`src/rtl/loader_pkg.sv`:
```
// Shared types and constants for the switch-driven data-memory loader.
// The optional auto-increment feature is selected with LOADER_AUTOINC_EN.
package loader_pkg;

  // Loader operating mode: LOAD lets switches fill memory, RUN hands over to the core.
  typedef enum logic [0:0] {
    ST_LOAD = 1'b0,
    ST_RUN  = 1'b1
  } state_e;

  localparam int DMEM_DATA_W = 32;
  localparam int SW_DATA_W   = 8;

  // Bit positions of the four debounced control inputs.
  localparam int EV_NEXT  = 0;
  localparam int EV_PREV  = 1;
  localparam int EV_WRITE = 2;
  localparam int EV_START = 3;
  localparam int EV_NUM   = 4;

endpackage

```
`src/rtl/sw_debounce.sv`:
```
// Two-flop synchroniser, stability counter and edge-event generator for one
// raw board input. The debounced level only changes after DEBOUNCE_CYCLES
// consecutive synchronised samples disagree with it.
module sw_debounce #(
  parameter int DEBOUNCE_CYCLES = 16
) (
  input  logic clk,
  input  logic rst_n,
  input  logic raw_i,
  output logic level_o,
  output logic rise_o,
  output logic fall_o
);

  localparam int CNT_W = $clog2(DEBOUNCE_CYCLES + 1);
  localparam logic [CNT_W-1:0] CNT_LAST = CNT_W'(DEBOUNCE_CYCLES - 1);

  logic             sync1_q, sync2_q;
  logic             level_q, level_d;
  logic             level_dly_q;
  logic [CNT_W-1:0] cnt_q, cnt_d;
  logic             rise_q, rise_d;
  logic             fall_q, fall_d;

  // Count disagreeing samples; the last one flips the level and restarts the count.
  always_comb begin
    level_d = level_q;
    cnt_d   = '0;
    if (sync2_q != level_q) begin
      if (cnt_q == CNT_LAST) begin
        level_d = ~level_q;
      end else begin
        cnt_d = cnt_q + CNT_W'(1);
      end
    end
    rise_d = level_q & ~level_dly_q;
    fall_d = ~level_q & level_dly_q;
  end

  // Synchroniser, debounce state and registered edge events.
  always_ff @(posedge clk or negedge rst_n) begin
    if (!rst_n) begin
      sync1_q     <= 1'b0;
      sync2_q     <= 1'b0;
      level_q     <= 1'b0;
      level_dly_q <= 1'b0;
      cnt_q       <= '0;
      rise_q      <= 1'b0;
      fall_q      <= 1'b0;
    end else begin
      sync1_q     <= raw_i;
      sync2_q     <= sync1_q;
      level_q     <= level_d;
      level_dly_q <= level_q;
      cnt_q       <= cnt_d;
      rise_q      <= rise_d;
      fall_q      <= fall_d;
    end
  end

  assign level_o = level_q;
  assign rise_o  = rise_q;
  assign fall_o  = fall_q;

endmodule

```
`src/rtl/switch_dmem_loader.sv`:
```
// Board-switch front end for the RV32I data memory: debounces the controls,
// keeps a word pointer, issues write strobes in LOAD and the start handshake.
// Define LOADER_AUTOINC_EN to make every accepted write also advance the pointer.
module switch_dmem_loader
  import loader_pkg::*;
#(
  parameter int DEBOUNCE_CYCLES = 16,
  parameter int ADDR_W          = 5
) (
  input  logic                   clk_100mhz,
  input  logic                   i_rst_n,
  input  logic                   pulse_next_sw,
  input  logic                   pulse_prev_sw,
  input  logic                   Wen_top,
  input  logic                   start,
  input  logic [SW_DATA_W-1:0]   Wdata_top,
  output logic                   dmem_we,
  output logic [DMEM_DATA_W-1:0] dmem_addr,
  output logic [DMEM_DATA_W-1:0] dmem_wdata,
  output logic [ADDR_W-1:0]      cur_idx,
  output logic [ADDR_W:0]        wr_count,
  output logic                   cpu_start,
  output logic                   run
);

  localparam logic [ADDR_W:0] WR_MAX = {1'b1, {ADDR_W{1'b0}}};

  logic [EV_NUM-1:0] raw_vec;
  logic [EV_NUM-1:0] level_vec;
  logic [EV_NUM-1:0] rise_vec;
  logic [EV_NUM-1:0] fall_vec;

  assign raw_vec[EV_NEXT]  = pulse_next_sw;
  assign raw_vec[EV_PREV]  = pulse_prev_sw;
  assign raw_vec[EV_WRITE] = Wen_top;
  assign raw_vec[EV_START] = start;

  genvar gi;
  generate
    for (gi = 0; gi < EV_NUM; gi++) begin : g_deb
      sw_debounce #(
        .DEBOUNCE_CYCLES(DEBOUNCE_CYCLES)
      ) u_deb (
        .clk    (clk_100mhz),
        .rst_n  (i_rst_n),
        .raw_i  (raw_vec[gi]),
        .level_o(level_vec[gi]),
        .rise_o (rise_vec[gi]),
        .fall_o (fall_vec[gi])
      );
    end
  endgenerate

  // Data switches are only synchronised; they are settled long before a write fires.
  logic [SW_DATA_W-1:0] wsync1_q, wsync2_q;

  state_e                 state_q, state_d;
  logic [ADDR_W-1:0]      idx_q, idx_d;
  logic [ADDR_W:0]        wr_count_q, wr_count_d;
  logic                   we_q, we_d;
  logic [DMEM_DATA_W-1:0] addr_q, addr_d;
  logic [DMEM_DATA_W-1:0] wdata_q, wdata_d;
  logic                   cpu_start_q, cpu_start_d;
  logic                   wr_acc;
  logic                   inc;
  logic                   dec;

  // Next-state for the mode FSM, pointer, write register and write counter.
  always_comb begin
    state_d     = state_q;
    idx_d       = idx_q;
    wr_count_d  = wr_count_q;
    we_d        = 1'b0;
    addr_d      = addr_q;
    wdata_d     = wdata_q;
    cpu_start_d = 1'b0;

    wr_acc = rise_vec[EV_WRITE] && (state_q == ST_LOAD);
`ifdef LOADER_AUTOINC_EN
    // A write and a next together still move the pointer by a single word.
    inc = rise_vec[EV_NEXT] | wr_acc;
`else
    inc = rise_vec[EV_NEXT];
`endif
    dec = rise_vec[EV_PREV];

    // Write uses the pointer value from before any move in this cycle.
    if (wr_acc) begin
      we_d    = 1'b1;
      addr_d  = {{(DMEM_DATA_W-ADDR_W-2){1'b0}}, idx_q, 2'b00};
      wdata_d = {{(DMEM_DATA_W-SW_DATA_W){1'b0}}, wsync2_q};
      if (wr_count_q != WR_MAX) begin
        wr_count_d = wr_count_q + 1'b1;
      end
    end

    // Pointer wraps naturally at the ADDR_W boundary.
    if (inc && !dec) begin
      idx_d = idx_q + 1'b1;
    end else if (dec && !inc) begin
      idx_d = idx_q - 1'b1;
    end

    case (state_q)
      ST_LOAD: begin
        if (rise_vec[EV_START]) begin
          state_d     = ST_RUN;
          cpu_start_d = 1'b1;
        end
      end
      ST_RUN: begin
        if (fall_vec[EV_START]) begin
          state_d = ST_LOAD;
        end
      end
      default: state_d = ST_LOAD;
    endcase
  end

  // State registers; reset clears everything including any pending strobe.
  always_ff @(posedge clk_100mhz or negedge i_rst_n) begin
    if (!i_rst_n) begin
      wsync1_q    <= '0;
      wsync2_q    <= '0;
      state_q     <= ST_LOAD;
      idx_q       <= '0;
      wr_count_q  <= '0;
      we_q        <= 1'b0;
      addr_q      <= '0;
      wdata_q     <= '0;
      cpu_start_q <= 1'b0;
    end else begin
      wsync1_q    <= Wdata_top;
      wsync2_q    <= wsync1_q;
      state_q     <= state_d;
      idx_q       <= idx_d;
      wr_count_q  <= wr_count_d;
      we_q        <= we_d;
      addr_q      <= addr_d;
      wdata_q     <= wdata_d;
      cpu_start_q <= cpu_start_d;
    end
  end

  assign dmem_we    = we_q;
  assign dmem_addr  = addr_q;
  assign dmem_wdata = wdata_q;
  assign cur_idx    = idx_q;
  assign wr_count   = wr_count_q;
  assign cpu_start  = cpu_start_q;
  assign run        = (state_q == ST_RUN);

endmodule
```
`config.mk`:
```
export PLATFORM = sky130hd
export DESIGN_NAME = switch_dmem_loader
export DESIGN_NICKNAME = d
export VERILOG_FILES = /design/src/rtl/loader_pkg.sv /design/src/rtl/sw_debounce.sv /design/src/rtl/switch_dmem_loader.sv
export SDC_FILE = /design/constraint.sdc
export NUM_CORES = 1
export LEC_CHECK = 0
export ABC_AREA = 1
export BUFFER_PORTS_ARGS = -buffer_cell sky130_fd_sc_hd__buf_2
export CORE_MARGIN = 2
export CORE_UTILIZATION = 45
export CTS_CLUSTER_DIAMETER = 30
export DETAILED_ROUTE_END_ITERATION = 12
export GPL_ROUTABILITY_DRIVEN = 0
export PLACE_DENSITY = 0.71
export SLEW_MARGIN = 20
export SYNTH_ARGS = -nofsm -noshare
export SYNTH_HDL_FRONTEND = slang
export SYNTH_SLANG_ARGS = --single-unit
export TNS_END_PERCENT = 10
```
`constraint.sdc`:
```
create_clock -name clk_100mhz -period 1.85 [get_ports clk_100mhz]
set_input_delay 0.2775 -clock clk_100mhz [delete_from_list [all_inputs] [get_ports clk_100mhz]]
set_output_delay 0.2775 -clock clk_100mhz [all_outputs]
set_load 0.05 [all_outputs]
```
==> run metrics, run 1 <==
Pre-Repair DR Iteration Count 4; io pins 92; vias in the first global route 2040; P per Cell Area 954 mW/mm2; Synth Register Bits 84; post-layout util 0.509; Sink Count 84; Placed Cells 490; Hold Crit Start Wdata_top[5]; critical-path cell list inv_1 -> ha_1 -> inv_1 -> ha_1 -> or2_2 -> nand2_1 -> nand2_1 -> nand3_1 -> nand2_1; FF-to-FF setup slack 190 ps; placed inst area 0.00371 mm2; Startpoint Class flop; starting density of the core 0.462; count leader, synth dfrtp_1; WHS Endpoint wsync1_q[5]; Synth area leaders dfrtp_1, buf_4, nand2_1; Critical R2R Launch g_deb[1].u_deb.rise_o; VDD IR max 476 uV; leakage dissipation 2.12 nW; GRT Overall Usage 0.135; mapped cell area 0.00355 mm2; Syn Inst Count 348; Final WS setup 187 ps; WP data arrival 1920 ps; via count 2115; Max clock buf depth 2; fin crit period 1660 ps; max_cap viols 0; Reg2Reg Capture Point cur_idx[4]; final hold slack 14.0 ps; H-tree depth 3; Storage cell area 0.00210 mm2; CP Data Required Time 2100 ps; clock transition at the registers of the reported paths 90 ps; top cells by count, synth dfrtp_1, nand2_1, buf_4; post-route insts no fill 507; Synth Flop Type dfrtp_1; post-place setup slack 197 ps; Worst Skew 10.4 ps; number of antenna repair diodes 0; NumNets Final 425; CTS tree yes; max incr delay on CP 360 ps; top-area cell type share of the netlist area 0.592; setup TNS 0 ps; Final setup viols 0; Synth Warn # 0; die area 0.00862 mm2; area growth from synthesis to layout 10.2%; Root Buffer clkbuf_8; post-DR wirelength/cell 10.2 um; Top cell by count, worst path nand2_1; core outline area 0.00769 mm2; routed vias/inst 4.17; Final Cell Area 0.00392 mm2; Hold Path Class input pin to flop; RSZ-0062 raised after global routing no; post-synthesis async set-or-reset flop share 1.00; clk_lat worst skew 360 ps; Worst setup EP type flop; drt total wl 5150 um; Cell variety after synth 28; antenna violations before repair 0; number of flops mapped to enable cells by yosys 0; num rows 32; DR DRC count 0; initial DRC count 107; worst reg-to-reg path cell count 9; CP max FO 4; chip height 92.8 um; total CTS buffers 9; number of setup buffers added after CTS 0; GRT overflow 0; first-pass GRT wire length 8940 um; status finished, final reports clean; pin count of the biggest net entering global routing 40; final hold violations 0; layout cell share with drive strength beyond 1 0.165; antenna-violating nets left 0; fillcell total 685; Avg Synthesized Cell Area 10.2 um2; maximum clock frequency 0.601 GHz; port bufs 40; Final HPWL DP 3730 um; chip width 92.8 um; CP Class flop to flop; final cycle utilization of the critical path 0.899; sequential area share after synthesis 0.592; hold path cells 1; Multi-input gate area 0.00110 mm2; Slew Limit Fails 0; Synth area leader dfrtp_1; Total Power 3.74 mW; critical path's slowest cell dfrtp_1
[cell type report]
cell class | count | area share
Clock buffer | 10 | 0.0326
Clock inverter | 6 | 0.0182
Inverter | 36 | 0.0345
Multi-Input combinational cell | 224 | 0.280
Sequential cell | 84 | 0.537
Tap cell | 102 | 0.0326
Timing Repair Buffer | 45 | 0.0652
[layer usage]
metal	routed length [um]	track usage
met1	2280	0.166
met3	300	0.0334
met2	2410	0.212
met5	0	0
met4	153	0.0846
[kinds of logic after synthesis]
logic type / share of synthesized area
AOI/OAI and AO/OA: 0.0240
xor gates and xnor gates: 0.0271
adders and majority gates: 0.0409
buffers and inverters: 0.153
DFF: 0.592
other: 0.00106
and+or+nand+nor: 0.163
[state kept, by name (all words and copies together) (netlist names), 5 cells and up]
| name | cells |
|---|---|
| g_deb.u_deb.cnt_q | 20 |
| dmem_wdata | 8 |
| wsync1_q | 8 |
| wsync2_q | 8 |
| wr_count | 6 |
| cur_idx | 5 |
| dmem_addr | 5 |
[worst max-delay path by stage]
stage	start	slack, ps	to
4_1_cts	g_deb[1].u_deb.rise_o	180	cur_idx[4]
3_3_place_gp	g_deb[1].u_deb.rise_o	240	cur_idx[4]
5_1_grt	g_deb[1].u_deb.rise_o	60	cur_idx[4]
3_5_place_dp	g_deb[1].u_deb.rise_o	200	cur_idx[4]
2_1_floorplan	cur_idx[0]	150	cur_idx[4]
6_report	g_deb[1].u_deb.rise_o	190	cur_idx[4]
[critical path, delay by kind of cell (launching register included)]
family / cells / cell delay, ps
adders and majority gates: 2 / 500
DFF: 1 / 360
buffers and inverters: 2 / 160
and+or+nand+nor: 5 / 530
[power by group]
| group | total (mW) | switching [mW] | internal [mW] |
|---|---|---|---|
| clock | 1.32 | 0.679 | 0.638 |
| combinational | 0.483 | 0.399 | 0.0836 |
| sequential | 1.94 | 0.0377 | 1.90 |
[what timing repair did]
item	in CTS	in global routing
hold endpoints to repair	36	0
hold buffers	1	0
gates resized for setup	0	0
[layout by cell type, fill, tap and decap left out, types with 5 or more instances in the layout]
| master | count |
|---|---|
| inv_1 | 34 |
| xnor2_1 | 6 |
| clkbuf_8 | 9 |
| buf_2 | 39 |
| nor2_1 | 33 |
| ha_1 | 10 |
| o21ai_0 | 5 |
| dfrtp_1 | 84 |
| nand2_1 | 74 |
| xor2_1 | 5 |
| nand3_1 | 10 |
| a21oi_1 | 5 |
| conb_1 | 51 |
Power figures use the tool's default switching activity.
==> inputs of run 2 (changes only) <==
Settings changed: GPL_TIMING_DRIVEN set to 0.
Clock period 1.85 ns to 2.1 ns, I/O delays scaled along.
==> run metrics, run 2 (synthesized netlist as in run 1, its figures left out) <==
status finished, final reports clean; fillcell total 673; VDD IR max 437 uV; Int Pwr 2.52 mW; core outline area 0.00769 mm2; Pre-Repair DR Iteration Count 4; antenna-violating nets left 0; Sw Ratio 0.277; critical path's slowest cell dfrtp_1; critical-path cell list inv_1 -> ha_1 -> inv_1 -> ha_1 -> or2_2 -> nand2_1 -> nand2_1 -> nand3_1 -> nand2_1; CP Class flop to flop; Flop pwr share 0.489; vias in the first global route 2043; fin crit period 1710 ps; num rows 32; P per Cell Area 804 mW/mm2; drt total wl 5300 um; pin count of the biggest net entering global routing 53; max incr delay on CP 360 ps; Final HPWL DP 3890 um; max_cap viols 0; final hold violations 0; clock transition at the registers of the reported paths 80 ps; CP Data Required Time 2330 ps; final hold slack 73.6 ps; Worst Skew 6.17 ps; number of setup buffers added after CTS 0; chip width 92.8 um; DR DRC count 0; GRT Max-Usage Layer met2; die area 0.00862 mm2; leading cell type in the layout, fill and taps excluded dfrtp_1; met3 Use GR 0.0366; Top cell by count, worst path nand2_1; Root Buffer clkbuf_8; routed vias/inst 4.05; CTS tree yes; port bufs 40; Total Power 3.49 mW; first-pass GRT wire length 8800 um; via count 2260; leakage dissipation 2.42 nW; area growth from synthesis to layout 22.2%; most frequent cells in the layout dfrtp_1, nand2_1, buf_4, conb_1, buf_2; sw power 967 uW; io pins 92; Sink Count 84; WP data arrival 1950 ps; met1 usage 0.161; CP max FO 4; Final setup viols 0; Hold Path Class input pin to flop; GRT Overall Usage 0.129; Largest register FFs 20; Max clock buf depth 2; Logic pwr share 0.144; Biggest register g_deb.u_deb.cnt_q; chip height 92.8 um; Worst setup EP type flop; Slew Limit Fails 0; clk_lat worst skew 340 ps; final cycle utilization of the critical path 0.816; H-tree depth 3; number of antenna repair diodes 0; grt met2 use 0.211; antenna violations before repair 0; initial DRC count 48; Startpoint Class flop; RSZ-0062 raised after global routing no; starting density of the core 0.462; clock share of power 0.367; NumNets Final 476; post-DR wirelength/cell 9.50 um; GRT overflow 0; layout cell share with drive strength beyond 1 0.261; setup TNS 0 ps; maximum clock frequency 0.583 GHz; total CTS buffers 9
==> run 2: cell types whose count changed in the layout (fill, tap and decap cells not counted) <==
cell / change
buf_12: -1
buf_16: +1
buf_2: +1
buf_4: +49
buf_6: +1
bufinv_16: +1
clkbuf_1: -1
clkbuf_8: +1
clkinv_4: +1
clkinvlp_4: -1
inv_6: -1
==> run 2: path summary, 6_finish.rpt <==
check,cells past startpoint,endpoint,slack [ps],from
min reg2reg,0,g_deb[1].u_deb.sync2_q,350,g_deb[1].u_deb.sync1_q
min in group asynchronous,2,g_deb[3].u_deb.rise_o,450,i_rst_n
max reg2reg,9,cur_idx[4],390,g_deb[1].u_deb.rise_o
max in group asynchronous,3,cur_idx[4],1080,i_rst_n
min,1,g_deb[3].u_deb.sync1_q,70,start
max,9,cur_idx[4],390,g_deb[1].u_deb.rise_o
==> run 2: metal layers <==
metal	wire length, um	vias up
met4	80	0
li1	-	1169
met1	2360	1019
met2	2560	64
met5	0	-
met3	308	8
==> run 2: critical path, delay by kind of cell (launching register included) <==
| family | cells | cell delay [ps] |
|---|---|---|
| AND/OR/NAND/NOR | 5 | 560 |
| flip-flops | 1 | 360 |
| buffers and inverters | 2 | 160 |
| adder cells (fa/ha/maj) | 2 | 520 |
==> run 2: area by class of cell <==
cell class	instances	area [um2]	share of cell area
Buffer	54	407	0.0937
Clock buffer	10	138	0.0317
Clock inverter	6	93.8	0.0216
Inverter	36	135	0.0311
Multi-Input combinational cell	224	1100	0.253
Sequential cell	84	2100	0.484
Tap cell	102	128	0.0294
Timing Repair Buffer	42	240	0.0554
==> run 2: power groups by stage <==
| stage | combinational (mW) | clock [mW] | sequential, mW |
|---|---|---|---|
| after floorplan | 0.364 | 0 | 1.78 |
| after global placement | 0.485 | 0 | 1.74 |
| after detailed placement | 0.501 | 0 | 1.74 |
| after CTS | 0.503 | 1.33 | 1.71 |
| after global routing | 0.544 | 1.39 | 1.71 |
| final | 0.503 | 1.28 | 1.71 |
==> run 2: stage by stage <==
step	area, um2	worst slack, ps	cells	utilization
after floorplan	3740	395	398	-
after global placement	4070	60.5	540	0.529
after detailed placement	4100	416	541	0.533
after CTS	4340	400	558	0.564
after global routing	4340	277	558	0.564
final	4340	386	558	0.564
==> run 2: what timing repair did <==
| action | CTS | global route |
|---|---|---|
| hold endpoints to repair | 32 | 0 |
| gates resized for setup | 0 | 0 |
| hold buffers | 1 | 0 |
